--- src/rtl/mul_div_unit.sv ---
// ============================================================================
// Module      : mul_div_unit
// Description : Iterative RV32M multiply/divide unit. Converts the operands to
//               magnitudes, runs an unsigned shift-add multiplier or restoring
//               divider for one bit per cycle, then applies the result sign.
//               It asserts busy while working and issues a one-cycle
//               register-file write request when the result is ready.
//               Ports:
//                 clk, reset          clock, synchronous active-high reset
//                 start, funct3       request and operation select
//                 rs1Data, rs2Data    operand A, operand B
//                 rd                  destination register index
//                 busy, done          in-progress flag, one-cycle completion
//                 regWrite, writeReg,
//                 writeData           register-file write port request
// Revision    : 1.0 - initial release
// ============================================================================
`default_nettype none

module mul_div_unit #(
    parameter int WORDSIZE = 32,
    parameter int ADDRSIZE = 5
) (
    input  logic                clk,
    input  logic                reset,
    input  logic                start,
    input  logic [2:0]          funct3,
    input  logic [WORDSIZE-1:0] rs1Data,
    input  logic [WORDSIZE-1:0] rs2Data,
    input  logic [ADDRSIZE-1:0] rd,
    output logic                busy,
    output logic                done,
    output logic                regWrite,
    output logic [ADDRSIZE-1:0] writeReg,
    output logic [WORDSIZE-1:0] writeData
);

    // Counter must be able to hold the value WORDSIZE (finalise step).
    localparam int c_CNT_W = $clog2(WORDSIZE + 1);
    localparam logic [c_CNT_W-1:0] c_last_iter = c_CNT_W'(WORDSIZE);

    localparam logic [1:0] c_st_idle = 2'd0;
    localparam logic [1:0] c_st_run  = 2'd1;
    localparam logic [1:0] c_st_done = 2'd2;

    localparam logic [WORDSIZE-1:0] c_most_neg = {1'b1, {(WORDSIZE-1){1'b0}}};
    localparam logic [WORDSIZE-1:0] c_all_ones = {WORDSIZE{1'b1}};
    localparam logic [WORDSIZE-1:0] c_zero     = {WORDSIZE{1'b0}};

    // ------------------------------------------------------------------
    // State
    // ------------------------------------------------------------------
    logic [1:0]            r_state;
    logic [c_CNT_W-1:0]    r_count;
    // Multiply: {product high, multiplier / product low}.
    // Divide:   {partial remainder, dividend / quotient}.
    // Special cases park their ready-made result in the low half.
    logic [2*WORDSIZE-1:0] r_acc;
    // Multiplicand magnitude (multiply) or divisor magnitude (divide).
    logic [WORDSIZE-1:0]   r_operand;
    logic [2:0]            r_funct3;
    logic                  r_negate;
    logic                  r_special;
    logic [ADDRSIZE-1:0]   r_write_reg;
    logic [WORDSIZE-1:0]   r_write_data;

    // ------------------------------------------------------------------
    // Accept-time decode, evaluated on the live inputs
    // ------------------------------------------------------------------
    logic                w_is_div;
    logic                w_a_signed;
    logic                w_b_signed;
    logic                w_a_neg;
    logic                w_b_neg;
    logic [WORDSIZE-1:0] w_mag_a;
    logic [WORDSIZE-1:0] w_mag_b;
    logic                w_div_zero;
    logic                w_overflow;
    logic                w_special;
    logic [WORDSIZE-1:0] w_special_result;
    logic                w_negate;

    assign w_is_div   = funct3[2];
    // Multiply group: A signed except MULHU; B signed only for MUL/MULH.
    // Divide group: the even encodings (DIV/REM) are signed.
    assign w_a_signed = w_is_div ? ~funct3[0] : (funct3[1:0] != 2'b11);
    assign w_b_signed = w_is_div ? ~funct3[0] : ~funct3[1];
    assign w_a_neg    = w_a_signed & rs1Data[WORDSIZE-1];
    assign w_b_neg    = w_b_signed & rs2Data[WORDSIZE-1];
    assign w_mag_a    = w_a_neg ? (c_zero - rs1Data) : rs1Data;
    assign w_mag_b    = w_b_neg ? (c_zero - rs2Data) : rs2Data;

    assign w_div_zero = w_is_div & (rs2Data == c_zero);
    assign w_overflow = w_is_div & ~funct3[0] & (rs1Data == c_most_neg) &
                        (rs2Data == c_all_ones);
    assign w_special  = w_div_zero | w_overflow;

    // funct3[1] distinguishes remainder (REM/REMU) from quotient (DIV/DIVU).
    always_comb begin
        w_special_result = c_zero;
        if (w_div_zero) begin
            w_special_result = funct3[1] ? rs1Data : c_all_ones;
        end else if (w_overflow) begin
            w_special_result = funct3[1] ? c_zero : rs1Data;
        end
    end

    // Remainder takes the dividend's sign; product and quotient the XOR.
    assign w_negate = (w_is_div & funct3[1]) ? w_a_neg : (w_a_neg ^ w_b_neg);

    // ------------------------------------------------------------------
    // One iteration of the unsigned cores
    // ------------------------------------------------------------------
    logic [WORDSIZE:0]     w_mul_sum;
    logic [WORDSIZE:0]     w_mul_upper;
    logic [2*WORDSIZE-1:0] w_mul_next;
    logic [WORDSIZE:0]     w_div_shift;
    logic                  w_div_ge;
    logic [WORDSIZE-1:0]   w_div_rem;
    logic [2*WORDSIZE-1:0] w_div_next;
    logic [2*WORDSIZE-1:0] w_acc_step;

    // Shift-add: add the multiplicand to the high half when the current
    // multiplier bit is set, then shift the whole accumulator right.
    assign w_mul_sum   = {1'b0, r_acc[2*WORDSIZE-1:WORDSIZE]} + {1'b0, r_operand};
    assign w_mul_upper = r_acc[0] ? w_mul_sum : {1'b0, r_acc[2*WORDSIZE-1:WORDSIZE]};
    assign w_mul_next  = {w_mul_upper, r_acc[WORDSIZE-1:1]};

    // Restoring divide: shift the next dividend bit into the remainder and
    // subtract the divisor if it fits; the fit bit becomes a quotient bit.
    assign w_div_shift = r_acc[2*WORDSIZE-1:WORDSIZE-1];
    assign w_div_ge    = (w_div_shift >= {1'b0, r_operand});
    assign w_div_rem   = w_div_ge ? (w_div_shift[WORDSIZE-1:0] - r_operand)
                                  : w_div_shift[WORDSIZE-1:0];
    assign w_div_next  = {w_div_rem, r_acc[WORDSIZE-2:0], w_div_ge};

    assign w_acc_step  = r_funct3[2] ? w_div_next : w_mul_next;

    // ------------------------------------------------------------------
    // Sign correction and result selection
    // ------------------------------------------------------------------
    logic [2*WORDSIZE-1:0] w_prod;
    logic [WORDSIZE-1:0]   w_mul_result;
    logic [WORDSIZE-1:0]   w_quo;
    logic [WORDSIZE-1:0]   w_rem;
    logic [WORDSIZE-1:0]   w_div_result;
    logic [WORDSIZE-1:0]   w_final;

    assign w_prod       = r_negate ? ({(2*WORDSIZE){1'b0}} - r_acc) : r_acc;
    assign w_mul_result = (r_funct3[1:0] == 2'b00) ? w_prod[WORDSIZE-1:0]
                                                   : w_prod[2*WORDSIZE-1:WORDSIZE];
    assign w_quo        = r_negate ? (c_zero - r_acc[WORDSIZE-1:0]) : r_acc[WORDSIZE-1:0];
    assign w_rem        = r_negate ? (c_zero - r_acc[2*WORDSIZE-1:WORDSIZE])
                                   : r_acc[2*WORDSIZE-1:WORDSIZE];
    assign w_div_result = r_funct3[1] ? w_rem : w_quo;
    assign w_final      = r_special   ? r_acc[WORDSIZE-1:0] :
                          r_funct3[2] ? w_div_result : w_mul_result;

    // ------------------------------------------------------------------
    // Control
    // ------------------------------------------------------------------
    // Special cases still spend their first busy cycle in RUN and leave it
    // at once: the result appears one edge after accept, and busy covers
    // the accept cycle so a second start cannot slip in.
    always_ff @(posedge clk) begin
        if (reset) begin
            r_state      <= c_st_idle;
            r_count      <= '0;
            r_acc        <= '0;
            r_operand    <= '0;
            r_funct3     <= '0;
            r_negate     <= 1'b0;
            r_special    <= 1'b0;
            r_write_reg  <= '0;
            r_write_data <= '0;
        end else begin
            case (r_state)
                c_st_idle: begin
                    if (start) begin
                        r_state     <= c_st_run;
                        r_count     <= '0;
                        r_funct3    <= funct3;
                        r_negate    <= w_negate;
                        r_special   <= w_special;
                        r_write_reg <= rd;
                        if (w_special) begin
                            r_acc     <= {c_zero, w_special_result};
                            r_operand <= c_zero;
                        end else if (w_is_div) begin
                            r_acc     <= {c_zero, w_mag_a};
                            r_operand <= w_mag_b;
                        end else begin
                            r_acc     <= {c_zero, w_mag_b};
                            r_operand <= w_mag_a;
                        end
                    end
                end
                c_st_run: begin
                    // WORDSIZE iterations, then one edge to apply the sign.
                    if (r_special || (r_count == c_last_iter)) begin
                        r_write_data <= w_final;
                        r_state      <= c_st_done;
                    end else begin
                        r_acc   <= w_acc_step;
                        r_count <= r_count + c_CNT_W'(1);
                    end
                end
                c_st_done: begin
                    r_state <= c_st_idle;
                end
                default: begin
                    r_state <= c_st_idle;
                end
            endcase
        end
    end

    // ------------------------------------------------------------------
    // Outputs (decoded from registers only)
    // ------------------------------------------------------------------
    assign busy      = (r_state != c_st_idle);
    assign done      = (r_state == c_st_done);
    assign regWrite  = done && (r_write_reg != '0);
    assign writeReg  = r_write_reg;
    assign writeData = r_write_data;

endmodule

`default_nettype wire

--- config.mk ---
export PLATFORM = sky130hd
export DESIGN_NAME = mul_div_unit
export DESIGN_NICKNAME = d
export VERILOG_FILES = /design/src/rtl/mul_div_unit.sv
export SDC_FILE = /design/constraint.sdc
export NUM_CORES = 1
export LEC_CHECK = 0
export BUFFER_PORTS_ARGS = -buffer_cell sky130_fd_sc_hd__buf_2
export CELL_PAD_IN_SITES_DETAIL_PLACEMENT = 1
export CELL_PAD_IN_SITES_GLOBAL_PLACEMENT = 2
export CORE_MARGIN = 3
export CORE_UTILIZATION = 35
export CTS_CLUSTER_DIAMETER = 200
export DETAILED_ROUTE_END_ITERATION = 6
export PLACE_DENSITY = 0.87
export SYNTH_ARGS = -nofsm -noshare
export SYNTH_HDL_FRONTEND = slang
export SYNTH_SLANG_ARGS = --single-unit
--- constraint.sdc ---
create_clock -name clk -period 4.3 [get_ports clk]
set_input_delay 0.86 -clock clk [delete_from_list [all_inputs] [get_ports clk]]
set_output_delay 0.86 -clock clk [all_outputs]
set_load 0.02 [all_outputs]
# Word-level counts from Yosys, hierarchy flattened
# Index checks and enable logic that the tools add are counted.
dict set report word_totals {
  reg_bits 146
  input_bits 75
  output_inout_bits 40
}
dict set report classes {
  add_sub_neg 8
  n_lt_le_gt_ge 1
  n_eq_ne 9
  n_mux 32
  bitwise_logic 11
  n_reduce_logical 12
}
# operator n
set op_table {}
lappend op_table {{two-way mux 32 bit} 17}
lappend op_table {{two-way mux 64 bit} 4}
lappend op_table {{one-hot mux 64 bit (2 select lines)} 1}
lappend op_table {{subtractor 1 x 32 -> 32 bit, first input constant} 4}
lappend op_table {{== test 32 bit, second input constant} 2}
lappend op_table {{subtractor 1 x 64 -> 64 bit, first input constant} 1}
lappend op_table {{adder 32 x 32 -> 33 bit} 1}
lappend op_table {{>= comparator 33 x 32 -> 1 bit} 1}
lappend op_table {{two-way mux 33 bit} 1}
lappend op_table {{logical NOT 32 bit} 1}
lappend op_table {{subtractor 32 bit} 1}
lappend op_table {{two-way mux 6 bit} 2}
lappend op_table {{one-hot mux 6 bit (2 select lines)} 1}
lappend op_table {{!= test 2 bit, second input constant} 4}
lappend op_table {{bitwise AND 1 bit} 7}
lappend op_table {{adder 6 x 1 -> 6 bit, second input constant} 1}
lappend op_table {{== test 6 bit, second input constant} 1}
lappend op_table {{AND reduction 2 bit} 3}
lappend op_table {{nonzero test 5 bit} 1}
lappend op_table {{logical NOT 2 bit} 2}
lappend op_table {{two-way mux 2 bit} 2}
lappend op_table {{one-hot mux 2 bit (2 select lines)} 1}
lappend op_table {{nonzero test 2 bit} 2}
lappend op_table {{two-way mux 1 bit} 3}
lappend op_table {{other kinds (8)} 9}

# Depth between registers and ports, before layout
dict set report depth {
  depth_word 9
  depth_mapped 14
}

# Worst setup path before layout
# Ideal clock, no wire load.
dict set report synth_path {
  kind {input-to-reg}
  start {input rs2Data[9]}
  end {register r_acc[19]}
  setup_ps 117
  arrival_time_ps 3305
  slack_ps 878
  stages 10
  cell_sequence {or4_4 > or3_4 > or2_4 > or3b_1 > buf_2 > nor2_4 > nor2_2 > a32oi_1 > o211ai_1 > a32o_1}
}
dict set report synth_between {
  elab_chain_len 7
  word_cells_on_any_way 13
  cone_classes {1 x add/sub; 1 x eq/ne; 7 x mux; 3 x bitwise; 1 x reduce/logical}
}
# element line_no
set synth_lines {}
lappend synth_lines {{start, declared} 29} ;# input logic [WORDSIZE-1:0] rs2Data,
lappend synth_lines {{branches (longest 4 deep; another with subtractor 1 x 32 -> 32 bit)} n/a}
lappend synth_lines {{two-way mux 32 bit *} 186} ;# if (w_special) begin
lappend synth_lines {{two-way mux 64 bit *} 179} ;# if (start) begin
lappend synth_lines {{one-hot mux 64 bit (2 select lines) *} 177} ;# case (r_state)
lappend synth_lines {{end signal, assigned} 187} ;# r_acc <= {c_zero, w_special_result};
lappend synth_lines {{end signal, assigned} 190} ;# r_acc <= {c_zero, w_mag_a};
lappend synth_lines {{end signal, assigned} 193} ;# r_acc <= {c_zero, w_mag_b};
lappend synth_lines {{end, declared} 58} ;# logic [2*WORDSIZE-1:0] r_acc;
# Every way passes the cells marked *. The select of a mux whose other input is x is not followed.
# A chain may end at the register's enable or synchronous reset.

# Final worst setup path
dict set report layout_path {
  start {register r_acc[6]}
  end {register r_write_data[26], in the netlist writeData[26]}
}
dict set report layout_between {
  elab_chain_len 5
  word_cells_on_any_way 8
  cone_classes {2 x add/sub; 6 x mux}
}
# element line_no
set layout_lines {}
lappend layout_lines {{subtractor 1 x 64 -> 64 bit / subtractor 1 x 32 -> 32 bit (equally long branches)} {149, 152}}
lappend layout_lines {{two-way mux 64 bit / two-way mux 32 bit (equally long branches)} {149, 152}}
lappend layout_lines {{two-way mux 32 bit, on equally long branches} {150, 155}}
lappend layout_lines {{two-way mux 32 bit *} 157} ;# r_funct3[2] ? w_div_result : w_mul_result;
lappend layout_lines {{two-way mux 32 bit *} 156} ;# assign w_final = r_special ? r_acc[WORDSIZE-1:0] :
lappend layout_lines {{end signal, assigned} 201} ;# r_write_data <= w_final;
lappend layout_lines {{end, declared} 65} ;# logic [WORDSIZE-1:0] r_write_data;
# Every way passes the cells marked *; elsewhere a longest branch is shown, timed or not.

==> impl_metrics.csv <==
group,metric,value,unit
power_and_ir_drop,clockPowerShare,28.5,%
cts,cts_resized,0,
cts,cts_num_sinks,146,
synth,async_flop_share,0,%
worst_setup_path,worstSetupStartpoint,"r_acc[6]",
synth,syn_nets,2313,
job,cap_violations,0,
global_routing,grt_overflow,0,
sta,slew_viol_final,0,
worst_setup_path,crit_fanout,8,
cells_and_area,n_fill_cell,5364,
synth,synthMuxAreaShare,3.689,%
placed_design,pre_cts_ws,336.7,ps
sta,fin_ws,405.5,ps
sta,timing.hold.ws,436.0,ps
synth,synth_xor_area_share,9.734,%
synth,avgSynthCellArea,6.941,sq um
cts,clk_latency,470,ps
power_and_ir_drop,sequentialPowerShare,29.5,%
worst_setup_path,path_cells,"nor4_1 -> nand3_1 -> nand4b_1 -> o31ai_1 -> xor2_1 -> nand2_1 -> o31ai_1 -> nand3_1 -> a21oi_1 -> nor3_1",
synth,synthDistinctLibCells,79,
cts,htreeDepth,4,
detailed_routing,dr_total_vias,17830,
worst_setup_path,slowest_delay,710,ps
synth,yosys_warnings,0,
floorplan,die_h,213.2,um
floorplan,core.rowCount,75,
cts,cts_root_buf,"clkbuf_16",
floorplan,fp.coreArea,42130,sq um
power_and_ir_drop,ir_drop,0.0002759,V
synth,syn_area,15030,sq um
floorplan,start_util,35.66,%
cells_and_area,final_nets,2387,
cts,cts_tree,"built",
synth,syn_inst,2165,
synth,synth_top_area_share,19.45,%
global_routing,grt_pass1_vias,17570,
worst_setup_path,path_class,"flip-flop to flip-flop",
cells_and_area,area_growth,13.42,%
synth,synth_top_family_by_area,"compound AO/OA/AOI/OAI gates",
sta,rsz0062_at_grt,"no",
cts,cts_buffers,17,
detailed_routing,totalWireLength,73.34,mm
synth,ys.flop_type,"dfxtp_1",
power_and_ir_drop,pwr-share-comb,42.1,%
floorplan,fp.dieW,213.2,um
worst_setup_path,end_kind,"flip-flop",
synth,seq_area_frac_synth,19.45,%
sta,period_share,90.57,%
sta,period_needed,3894,ps
global_routing,grt_antenna_before_repair,1,
worst_setup_path,cp.arrival,4230,ps
floorplan,dieArea,45460,sq um
synth,synthMostInstantiatedCell,"nand2_1",
hold_path,hold_start,"writeData[10]",
power_and_ir_drop,p_leak,6.766,nW
sta,relSlewSlack,17.79,%
synth,netlist_top_cells_area,"dfxtp_1, o21ai_0, nand2_1",
power_and_ir_drop,switching_share,43.49,%
cells_and_area,regArea,2929,sq um
detailed_routing,post_drt_wl_per_cell,26.28,um
power_and_ir_drop,p_sw,0.002315,W
cts,holdBufCountCts,0,
detailed_routing,route.detailed.drc,0,
power_and_ir_drop,p_per_area,312.3,nW/um^2
cells_and_area,drive_gt1_share,12.83,%
synth,synth_edf_count,0,
worst_setup_path,timing.rr.start,"r_acc[6]",
cts,cts_setup_buffers,0,
sta,finalHoldViolations,0,
synth,synth-compound-area-share,31.23,%
worst_setup_path,worstPathRequired,4630,ps
placed_design,io_buffers,114,
global_routing,grt_max_degree,82,
cts,ctsLongestPathBuffers,2,
synth,synth_simple_gate_area_share,23.51,%
sta,setup_viol,0,
detailed_routing,routed_via_density,6.388,
worst_setup_path,setup.worst_path.start_class,"flip-flop",
synth,yosys.area_share.adder,6.178,%
power_and_ir_drop,p_int,0.003009,W
sta,worst_pin_slew,1232,ps
sta,fin_skew,19.96,ps
hold_path,hold_depth,2,
cts,cts.reportedPaths.clkPinSlew,70,ps
global_routing,grt_usage,31.66,%
sta,tns,0,ps
global_routing,grt_first_pass_wirelength,109.7,mm
detailed_routing,first_iter_violations,1635,
synth,synth_common_cells,"nand2_1, o21ai_0, a21oi_1",
outcome,status,"finished, final reports clean",
cells_and_area,multiInputGateArea,11200,sq um
detailed_routing,drtPass1Iterations,5,
placed_design,place_hpwl,57.87,mm
synth,synth_area_leader_cell,"dfxtp_1",
detailed_routing,final_antenna_net_count,0,
placed_design,globalplace.congestion,0.9767,
worst_setup_path,crit_slowest_cell,"nor4_1",
sta,clock.fmax,0.2568,GHz
cells_and_area,antenna_cells,0,
synth,ys_seq_elements,146,
hold_path,hp-class,"flip-flop to flip-flop",
worst_setup_path,reg2reg_depth,10,
floorplan,io_pins,115,
## cells in the final DEF (no fill, tap or decap), drive strengths merged, types with 9 or more instances in the layout
cell type and n:
a21oi 190, a211oi 35, a21o 33, a32o 9, nand4 30, o41ai 16
a22o 20, ha 71, and3 9, nor2b 10, or3 41, a31oi 23
xor2 87, clkbuf 19, o31ai 34, mux2i 52, buf 221, o211ai 49
or4 20, o221ai 19, dfxtp 146, inv 77, nand2 262, or2 12
nand2b 22, nor2 153, o21a 10, nor3 60, nor4 28, xnor2 80
nand3 64, o21ai 237
## state kept, by name, summed over array words and instances (netlist names)
name,count
r_acc,64
r_operand,32
writeData,32
r_count,6
writeReg,5
r_funct3,3
r_state,2
r_negate,1
r_special,1
## worst paths after layout
path              endpoint  slack (ps)
max          writeData[26]         410
min          writeData[10]         440
max reg2reg  writeData[26]         410
min reg2reg  writeData[10]         440
## routing by layer
metal  global-route usage [%]  vias up  wire, um
li1                         -     8083         -
met1                    42.13     8802     32090
met2                    50.61      755     32780
met3                    4.378      187      4678
met4                    15.18        2      3774
met5                        0        -        11
## power groups by stage
| stage | registers (W) | logic, W | clock network [W] |
|---|---|---|---|
| after floorplan | 0.00155 | 0.00135 | 0 |
| after global placement | 0.00159 | 0.00214 | 0 |
| after detailed placement | 0.00159 | 0.00217 | 0 |
| after CTS | 0.00156 | 0.00219 | 0.00153 |
| after global routing | 0.00157 | 0.00240 | 0.00158 |
| final | 0.00157 | 0.00224 | 0.00152 |
## layout make-up
class                   count  share of cell area [%]
well taps                 539                   3.957
flip-flops and latches    146                   17.19
repair buffers            221                   8.134
clock buffers              19                   2.599
inverters                  75                   1.652
multi-input cells        1778                   65.73
clock inverters            13                  0.7414
## worst max-delay path: cells and delay by family, from the launching register on
kind,cells,cell delay [ps]
AO/OA/AOI/OAI,3,840
XOR/XNOR,1,390
flip-flops,1,440
AND/OR/NAND/NOR,6,2080
## logic make-up (layout without fill, tap and decap cells)
family	after synthesis	count (layout)
xor gates and xnor gates	167	167
adders and majority gates	73	73
AOI/OAI and AO/OA	745	745
buffers and inverters	241	328
muxes	54	54
and+or+nand+nor	739	739
DFF	146	146
## metrics by stage
step | power, W | cells | utilization [%] | instance area, sq um
global placement | 0.003724 | 2759 | 39.10 | 16470
finish | 0.005324 | 2791 | 40.45 | 17040
floorplan | 0.002893 | 2165 | - | 15030
detailed placement | 0.003763 | 2759 | 39.10 | 16470
CTS | 0.005277 | 2791 | 40.45 | 17040
global route | 0.005555 | 2791 | 40.45 | 17040
(Power assumes the default switching activity.)
